## src/rtl/game_ram_arbiter_pkg.sv

```systemverilog
// Shared definitions for the game-board RAM arbiter: board geometry
// defaults, cell codes stored in the RAM and the arbiter FSM states.
package game_ram_arbiter_pkg;

  localparam int BOARD_W_DEF = 124;
  localparam int BOARD_H_DEF = 92;

  typedef enum logic [1:0] {
    CELL_EMPTY = 2'b00,
    CELL_SNAKE = 2'b01,
    CELL_HEAD  = 2'b10,
    CELL_FOOD  = 2'b11
  } cell_t;

  typedef enum logic {
    ST_CLEAR = 1'b0,
    ST_RUN   = 1'b1
  } arb_state_t;

endpackage

```

## src/rtl/game_ram_arbiter_addr_calc.sv

```systemverilog
// Cell coordinate to linear RAM address (y*BOARD_W + x) plus a flag telling
// whether the coordinate lies on the board. One instance per requester.
module board_addr_calc
  import game_ram_arbiter_pkg::*;
#(
  parameter int BOARD_W    = BOARD_W_DEF,
  parameter int BOARD_H    = BOARD_H_DEF,
  parameter int ADDR_WIDTH = 14
) (
  input  logic [6:0]            x,
  input  logic [6:0]            y,
  output logic [ADDR_WIDTH-1:0] addr,
  output logic                  in_range
);

  // Full-width multiply-add; 127*124+127 still fits in 14 bits, so even
  // out-of-range coordinates never wrap onto a valid cell.
  always_comb begin
    addr     = ADDR_WIDTH'(y) * ADDR_WIDTH'(BOARD_W) + ADDR_WIDTH'(x);
    in_range = (32'(x) < 32'(BOARD_W)) && (32'(y) < 32'(BOARD_H));
  end

endmodule

```

## src/rtl/game_ram_arbiter.sv

```systemverilog
// Single-port game-board RAM owner: clears the board after reset or on
// request, then arbitrates each cycle between the VGA reader and the game
// engine, with a starvation guard that forces the game a slot.
module game_ram_arbiter
  import game_ram_arbiter_pkg::*;
#(
  parameter int BOARD_W      = BOARD_W_DEF,
  parameter int BOARD_H      = BOARD_H_DEF,
  parameter int ADDR_WIDTH   = 14,
  parameter int DATA_WIDTH   = 2,
  parameter int STARVE_LIMIT = 8
) (
  input  logic                  clk,
  input  logic                  reset,
  input  logic                  clear_req,
  output logic                  clearing,
  input  logic                  vga_req,
  input  logic [6:0]            vga_x,
  input  logic [6:0]            vga_y,
  output logic                  vga_gnt,
  output logic [DATA_WIDTH-1:0] vga_rdata,
  output logic                  vga_rvalid,
  input  logic                  game_req,
  input  logic                  game_we,
  input  logic [6:0]            game_x,
  input  logic [6:0]            game_y,
  input  logic [DATA_WIDTH-1:0] game_wdata,
  output logic                  game_gnt,
  output logic [DATA_WIDTH-1:0] game_rdata,
  output logic                  game_rvalid,
  output logic [ADDR_WIDTH-1:0] ram_addr,
  output logic                  ram_we,
  output logic [DATA_WIDTH-1:0] ram_wdata,
  input  logic [DATA_WIDTH-1:0] ram_q
);

  localparam logic [ADDR_WIDTH-1:0] CLEAR_LAST = ADDR_WIDTH'(BOARD_W * BOARD_H - 1);
  localparam int SW = $clog2(STARVE_LIMIT + 1);
  localparam logic [SW-1:0] STARVE_MAX = SW'(STARVE_LIMIT);

  arb_state_t            state, state_nxt;
  logic [ADDR_WIDTH-1:0] clr_cnt, clr_cnt_nxt;
  logic [SW-1:0]         starve_cnt, starve_nxt;
  logic                  starved;

  logic [ADDR_WIDTH-1:0] vga_addr, game_addr;
  logic                  vga_in_range, game_in_range;

  logic                  vga_pend, vga_pend_rng, game_pend, game_pend_rng;
  logic [DATA_WIDTH-1:0] vga_hold, game_hold;

  board_addr_calc #(.BOARD_W(BOARD_W), .BOARD_H(BOARD_H), .ADDR_WIDTH(ADDR_WIDTH)) u_vga_addr (
    .x        (vga_x),
    .y        (vga_y),
    .addr     (vga_addr),
    .in_range (vga_in_range)
  );

  board_addr_calc #(.BOARD_W(BOARD_W), .BOARD_H(BOARD_H), .ADDR_WIDTH(ADDR_WIDTH)) u_game_addr (
    .x        (game_x),
    .y        (game_y),
    .addr     (game_addr),
    .in_range (game_in_range)
  );

  // Next-state, arbitration and RAM port drive.
  always_comb begin
    state_nxt   = state;
    clr_cnt_nxt = clr_cnt;
    starve_nxt  = starve_cnt;
    starved     = (starve_cnt == STARVE_MAX);
    vga_gnt     = 1'b0;
    game_gnt    = 1'b0;
    clearing    = 1'b0;
    ram_addr    = '0;
    ram_we      = 1'b0;
    ram_wdata   = '0;
    case (state)
      ST_CLEAR: begin
        clearing   = 1'b1;
        ram_we     = 1'b1;
        ram_addr   = clr_cnt;
        ram_wdata  = DATA_WIDTH'(CELL_EMPTY);
        starve_nxt = '0;
        if (clr_cnt == CLEAR_LAST) begin
          state_nxt   = ST_RUN;
          clr_cnt_nxt = '0;
        end else begin
          clr_cnt_nxt = clr_cnt + 1'b1;
        end
      end
      ST_RUN: begin
        if (vga_req && !starved) begin
          vga_gnt  = 1'b1;
          ram_addr = vga_addr;
        end else if (game_req) begin
          game_gnt  = 1'b1;
          ram_addr  = game_addr;
          ram_we    = game_we && game_in_range;
          ram_wdata = game_wdata;
        end
        if (game_req && !game_gnt) begin
          starve_nxt = starved ? starve_cnt : starve_cnt + 1'b1;
        end else begin
          starve_nxt = '0;
        end
        // The grant issued alongside clear_req still completes; its read
        // return is carried by the pipeline registers below.
        if (clear_req) begin
          state_nxt   = ST_CLEAR;
          clr_cnt_nxt = '0;
        end
      end
      default: state_nxt = ST_CLEAR;
    endcase
  end

  // FSM, clear counter and starvation counter registers.
  always_ff @(posedge clk) begin
    if (reset) begin
      state      <= ST_CLEAR;
      clr_cnt    <= '0;
      starve_cnt <= '0;
    end else begin
      state      <= state_nxt;
      clr_cnt    <= clr_cnt_nxt;
      starve_cnt <= starve_nxt;
    end
  end

  // Read-return pipeline: remember which requester read and whether the
  // cell was on the board; hold the last returned data.
  always_ff @(posedge clk) begin
    if (reset) begin
      vga_pend      <= 1'b0;
      vga_pend_rng  <= 1'b0;
      game_pend     <= 1'b0;
      game_pend_rng <= 1'b0;
      vga_hold      <= '0;
      game_hold     <= '0;
    end else begin
      vga_pend      <= vga_gnt;
      vga_pend_rng  <= vga_in_range;
      game_pend     <= game_gnt && !game_we;
      game_pend_rng <= game_in_range;
      if (vga_pend)  vga_hold  <= vga_rdata;
      if (game_pend) game_hold <= game_rdata;
    end
  end

  // Read data: live RAM output in the return cycle, held value otherwise.
  always_comb begin
    vga_rvalid  = vga_pend;
    game_rvalid = game_pend;
    vga_rdata   = vga_pend  ? (vga_pend_rng  ? ram_q : '0) : vga_hold;
    game_rdata  = game_pend ? (game_pend_rng ? ram_q : '0) : game_hold;
  end

endmodule

```

## config.mk

```make
export PLATFORM = sky130hd
export DESIGN_NAME = game_ram_arbiter
export DESIGN_NICKNAME = d
export VERILOG_FILES = /design/src/rtl/game_ram_arbiter_pkg.sv /design/src/rtl/game_ram_arbiter_addr_calc.sv /design/src/rtl/game_ram_arbiter.sv
export SDC_FILE = /design/constraint.sdc
export NUM_CORES = 1
export LEC_CHECK = 0
export CELL_PAD_IN_SITES_DETAIL_PLACEMENT = 1
export CELL_PAD_IN_SITES_GLOBAL_PLACEMENT = 2
export CORE_MARGIN = 5
export CORE_UTILIZATION = 36
export DETAILED_ROUTE_END_ITERATION = 7
export PLACE_DENSITY = 0.95
export SLEW_MARGIN = 5
export SYNTH_ARGS = -nofsm -noshare
export SYNTH_HDL_FRONTEND = slang
export SYNTH_HIERARCHICAL = 1
export SYNTH_SLANG_ARGS = --single-unit
```

## constraint.sdc

```tcl
create_clock -name clk -period 7.9 [get_ports clk]
set_input_delay 1.185 -clock clk [delete_from_list [all_inputs] [get_ports clk]]
set_output_delay 1.185 -clock clk [all_outputs]
set_load 0.02 [all_outputs]
```

=== Word-level counts from Yosys, hierarchy flattened ===
Cells that the tools add are included.

* Order comparisons: 4
* Reduce and logical (&&, ||, !) cells: 9
* Mux-type cells: 29
* Bitwise operators: 1
* Add/subtract/negate cells: 4
* Multipliers: 2
* Equal/unequal tests: 4

{| class="wikitable"
|+ Operators with widths
! cell !! number
|-
| $mux 14 || 4
|-
| $pmux 14 s2 || 2
|-
| $add 14x7->14 || 2
|-
| $lt 7x7->1 const B || 4
|-
| $mul 7x5->12 const B || 2
|-
| $add 14x1->14 const B || 1
|-
| $eq 14x14->1 const B || 1
|-
| $mux 2 || 6
|-
| $mux 1 || 11
|-
| $mux 4 || 2
|-
| $pmux 4 s2 || 1
|-
| $logic_and 1x1->1 || 6
|-
| $add 4x1->4 const B || 1
|-
| $eq 4x4->1 const B || 1
|-
| $pmux 1 s2 || 2
|-
| $pmux 2 s2 || 1
|-
| $logic_not 1->1 || 3
|-
| $ne 3x3->1 const B || 1
|-
| $ne 2x2->1 const B || 1
|-
| $not 1->1 || 1
|}

* Bits of input ports: 38
* Register bits after elaboration: 27

=== Depth between registers and ports, before layout ===
Gate-level depths: netlist (run 1).

* Depth in word-level cells: 9
* Gate-level depth with buffers: 17

=== Modules after synthesis ===
Netlist (run 1), hierarchy kept.

{| class="wikitable"
|+ Modules (own cells, without submodules)
! module !! cells an instance !! instances !! area each (µm²) !! sequential area each (µm²)
|-
| game_ram_arbiter || 218 || 1 || 1,589.0 || 540.5
|-
| board_addr_calc at u_game_addr || 145 || 1 || 1,296.2 || 0.0
|-
| board_addr_calc at u_vga_addr || 131 || 1 || 1,213.7 || 0.0
|}

=== Worst setup path after synthesis (run 1) ===
Ideal clock, no wire load.

* Path kind: input port to output port
* Start: in vga_y[0]
* End: out ram_addr[13]
* Setup slack: 1.761 ns
* Required time: 6.715 ns
* Stages on the path: 15
* Arrival time: 4.954 ns
* Cells stage by stage: fa_1 -> inv_1 -> fa_1 -> fa_1 -> inv_1 -> ha_1 -> xnor2_1 -> ha_1 -> nand2_1 -> o21ai_0 -> nand3_1 -> nor4_2 -> xnor2_1 -> nand2_1 -> a31oi_1

* Longest elaborated chain between the ends: 4

{| class="wikitable"
|+ RTL lines
! item !! line !! source
|-
| from (decl) || game_ram_arbiter.sv:19 || <nowiki>input logic [6:0] vga_y,</nowiki>
|-
| $mul 7x5->12 || game_ram_arbiter_addr_calc.sv:19 || <nowiki>addr = ADDR_WIDTH'(y) * ADDR_WIDTH'(BOARD_W) + ADDR_WIDTH'(x);</nowiki>
|-
| $add 14x7->14 || game_ram_arbiter_addr_calc.sv:19 ||
|-
| via vga_addr[13] || game_ram_arbiter.sv:46 || <nowiki>logic [ADDR_WIDTH-1:0] vga_addr, game_addr;</nowiki>
|-
| $mux 14 || game_ram_arbiter.sv:93 || <nowiki>if (vga_req && !starved) begin</nowiki>
|-
| $pmux 14 s2 || game_ram_arbiter.sv:78 || <nowiki>case (state)</nowiki>
|-
| to (decl) || game_ram_arbiter.sv:31 || <nowiki>output logic [ADDR_WIDTH-1:0] ram_addr,</nowiki>
|}

The timed path passes the listed nets, and every way through them passes these cells.

=== Worst setup path in the final report (run 1) ===
* Start: in vga_y[4]
* End: out ram_addr[13]

The elaborated chain is that of the path after synthesis.

==> impl_metrics.env, run 1 <==
export IMPL_outcome="complete, no violations"
export IMPL_rsz0062_at_grt="false"
export IMPL_ys_flop_type="dfxtp_1"
export IMPL_routed_wl_um=11000
export IMPL_synth_cell_types=70
export IMPL_placed_area_sq_um=4810
export IMPL_whs_ps=482
export IMPL_grt_pass1_wl_um=18200
export IMPL_skew_ps=3.64
export IMPL_num_rows=39
export IMPL_powerDensity_nw_per_um2=220
export IMPL_critPathMaxFanout=5
export IMPL_diodes=0
export IMPL_drive_gt1_share_pct=6.63
export IMPL_io_buffers=63
export IMPL_netlist_instances=494
export IMPL_cp_top_family="adder cells"
export IMPL_cpPeakStageDelay_ps=670
export IMPL_critPathRequiredTime_ps=6710
export IMPL_yosys_area_top_type="ha_1"
export IMPL_ys_seq_area_share_pct=13.2
export IMPL_fmax_mhz=132
export IMPL_max_slew_worst_pin_slew_ps=756
export IMPL_syn_nets=615
export IMPL_yosysTopAreaCellShare_pct=16.2
export IMPL_cts_sinks=27
export IMPL_post_cts_buffers=0
export IMPL_start_kind="input pin"
export IMPL_design_die_area_sq_um=13600
export IMPL_drt_iter0_markers=106
export IMPL_cts_resized_gates=0
export IMPL_path_common_cell="inv_1"
export IMPL_synth_edff_count=0
export IMPL_die_h_um=117
export IMPL_viasPerCell=5.24
export IMPL_slew_violations=0
export IMPL_clock_root_buffer="clkbuf_16"
export IMPL_ant_nets=0
export IMPL_start_util_pct=36.4
export IMPL_overflow=0
export IMPL_maxCapViolations=0
export IMPL_crit_slowest_cell="clkdlybuf4s50_1"
export IMPL_routedWlPerCell_um=16.0
export IMPL_cp_data_arrival_time_ps=6380
export IMPL_yosysWarningCount=6
export IMPL_fin_util_pct=43.4
export IMPL_design_area_sq_um=4890
export IMPL_clock_latency_ps=260
export IMPL_hold_violations=0
export IMPL_numCtsBuffers=3
export IMPL_hold_path_class="flop to flop"
export IMPL_syn_to_final_growth_pct=19.3
export IMPL_fin_nets=665
export IMPL_synth_area_sq_um=4100
export IMPL_io_pins=64
export IMPL_globalRouteTotalUtil_pct=16.3
export IMPL_setup_tns_ps=0
export IMPL_die_w_um=117
export IMPL_grt_antenna_before_repair=0
export IMPL_final_cells=686
export IMPL_power_leakage_nw=2.07
export IMPL_syn_area_per_cell_sq_um=8.30
export IMPL_nFillCells=1334
export IMPL_ir_drop_mv=0.0999
export IMPL_dp_cells=682
export IMPL_first_global_vias=3765
export IMPL_clkTransAtPathRegs_ps=70
export IMPL_path_class="input pin to output port"
export IMPL_route_detailed_drc=0
export IMPL_cts_buffer_depth=2
export IMPL_cts_hold_buf=0
export IMPL_async_flop_share_pct=0
export IMPL_endpoint_kind="output port"
export IMPL_core_area_sq_um=11300
export IMPL_synthTopCellsByArea="ha_1 16%, fa_1 15%, dfxtp_1 13%, inv_1 6.2%, xnor2_1 5.3%"
export IMPL_finalSetupViolations=0
export IMPL_period_minus_slack_ps=7560
export IMPL_max_slew_margin_rel_pct=49.4
export IMPL_critical_path_cell_chain="clkdlybuf4s50_1, inv_1, fa_1, inv_1, fa_1, inv_1, fa_1, inv_1, ha_1, and2_4, a31oi_1, nand3b_2, xor2_2, nand2_1, nor4_2, xnor2_1, nand2_1, a31oi_1, clkdlybuf4s50_1"
export IMPL_vias=3594
export IMPL_grt_max_degree=37
export IMPL_fin_crit_sh_pct=95.7
export IMPL_gp_congestion=0.847
export IMPL_crit_buf_inv=6
export IMPL_dr_pass1_iters=4
export IMPL_htreeDepth=1
export IMPL_ys_seq_elements=27
export IMPL_cts_tree="done"
export IMPL_dp_hpwl_um=9490
==> cell usage after synthesis (all sizes together), types with 3 or more instances <==
master,instances
inv,69
ha,53
nor2,38
nand3,34
nand2,33
fa,30
xnor2,28
dfxtp,27
a31oi,26
o21ai,19
a21oi,14
xor2,13
clkbuf,12
a21o,10
nor2b,9
buf,7
nor3,7
nand4,6
nor4,5
and2,4
and3,4
nand3b,4
or3,4
a211oi,3
o22ai,3
==> placed cells by master, fill, tap and decap left out, drive strengths merged, types with 2 or more instances in the layout <==
cell type,n
nand3,34
a211o,2
nor2,38
clkbuf,3
and2,4
nor4,5
nand4b,2
a311oi,2
nand2b,2
nand2,33
nor3,7
or2,2
o21a,2
dfxtp,27
o22ai,3
nor3b,2
nand3b,4
nand4,6
xor2,13
clkdlybuf4s50,63
a21oi,14
ha,53
fa,30
nor2b,9
or4b,2
o21ai,19
or3,4
inv,69
a211oi,3
and3,4
a32oi,2
o31ai,2
a21o,10
xnor2,28
a31oi,26
==> registers in the layout, indices dropped and copies added, names as in the netlist <==
name,count
game_pend_rng,1
game_hold,2
game_rvalid,1
clr_cnt,14
state,1
vga_hold,2
vga_rvalid,1
starve_cnt,4
vga_pend_rng,1
==> kinds of logic after synthesis <==
group                    synth area share (%)
XOR/XNOR                                 9.68
flip-flops                               13.2
adder cells (fa/ha/maj)                  30.8
AND/OR/NAND/NOR                          21.3
AO/OA/AOI/OAI                            16.0
buffers and inverters                    8.97
==> cell type report <==
class | count | area [sq um] | area share (%)
multi-input cells | 379 | 3190 | 65.3
clock inverters | 1 | 7.51 | 0.154
well taps | 143 | 179 | 3.66
repair buffers | 64 | 638 | 13.1
inverters | 69 | 259 | 5.30
clock buffers | 3 | 75.1 | 1.54
flip-flops and latches | 27 | 541 | 11.1
==> worst reg2reg max path: stages (launching register included) <==
cell and delay, ps:
dfxtp_1 450, ha_1 260, nand3_1 160, or4_1 870, nand2_1 300, o21ai_0 120
==> layer usage <==
metal,GRT usage (%),share of wire [%]
met2,30.9,54
met4,3.06,1.1
met3,0.984,1.6
met5,0,0
met1,20.2,43
==> path summary, 6_finish.rpt <==
check	from	endpoint	slack [ps]	depth (start not counted)
setup / recovery	vga_y[4]	ram_addr[13]	340	19
hold / removal	starve_cnt[0]	starve_cnt[0]	480	1
setup reg to reg	clr_cnt[0]	clr_cnt[3]	5630	5
hold reg to reg	starve_cnt[0]	starve_cnt[0]	480	1
==> power by group <==
group / switching, mW / leakage, nW / internal (mW)
clock: 0.0510 / 0.0371 / 0.0690
sequential: 0.00781 / 0.219 / 0.141
combinational: 0.450 / 1.82 / 0.355
total: 0.509 / 2.07 / 0.565
==> metrics by stage <==
step	worst slack, ps	power (mW)
after floorplan	1760	0.799
after global placement	489	0.933
after detailed placement	335	0.964
after CTS	312	1.09
after global routing	37.8	1.18
final	337	1.07
No activity file was read; power rests on OpenSTA's default activity.
==> run 2: changes to the inputs <==
--- a/config.mk
+++ b/config.mk
@@ -10,6 +10,7 @@
 export CORE_MARGIN = 5
 export CORE_UTILIZATION = 36
 export DETAILED_ROUTE_END_ITERATION = 7
+export GPL_ROUTABILITY_DRIVEN = 0
 export PLACE_DENSITY = 0.95
 export SLEW_MARGIN = 5
 export SYNTH_ARGS = -nofsm -noshare
==> results of run 2 <==
No change in the layout: final DEF, timing and power equal those of run 1.
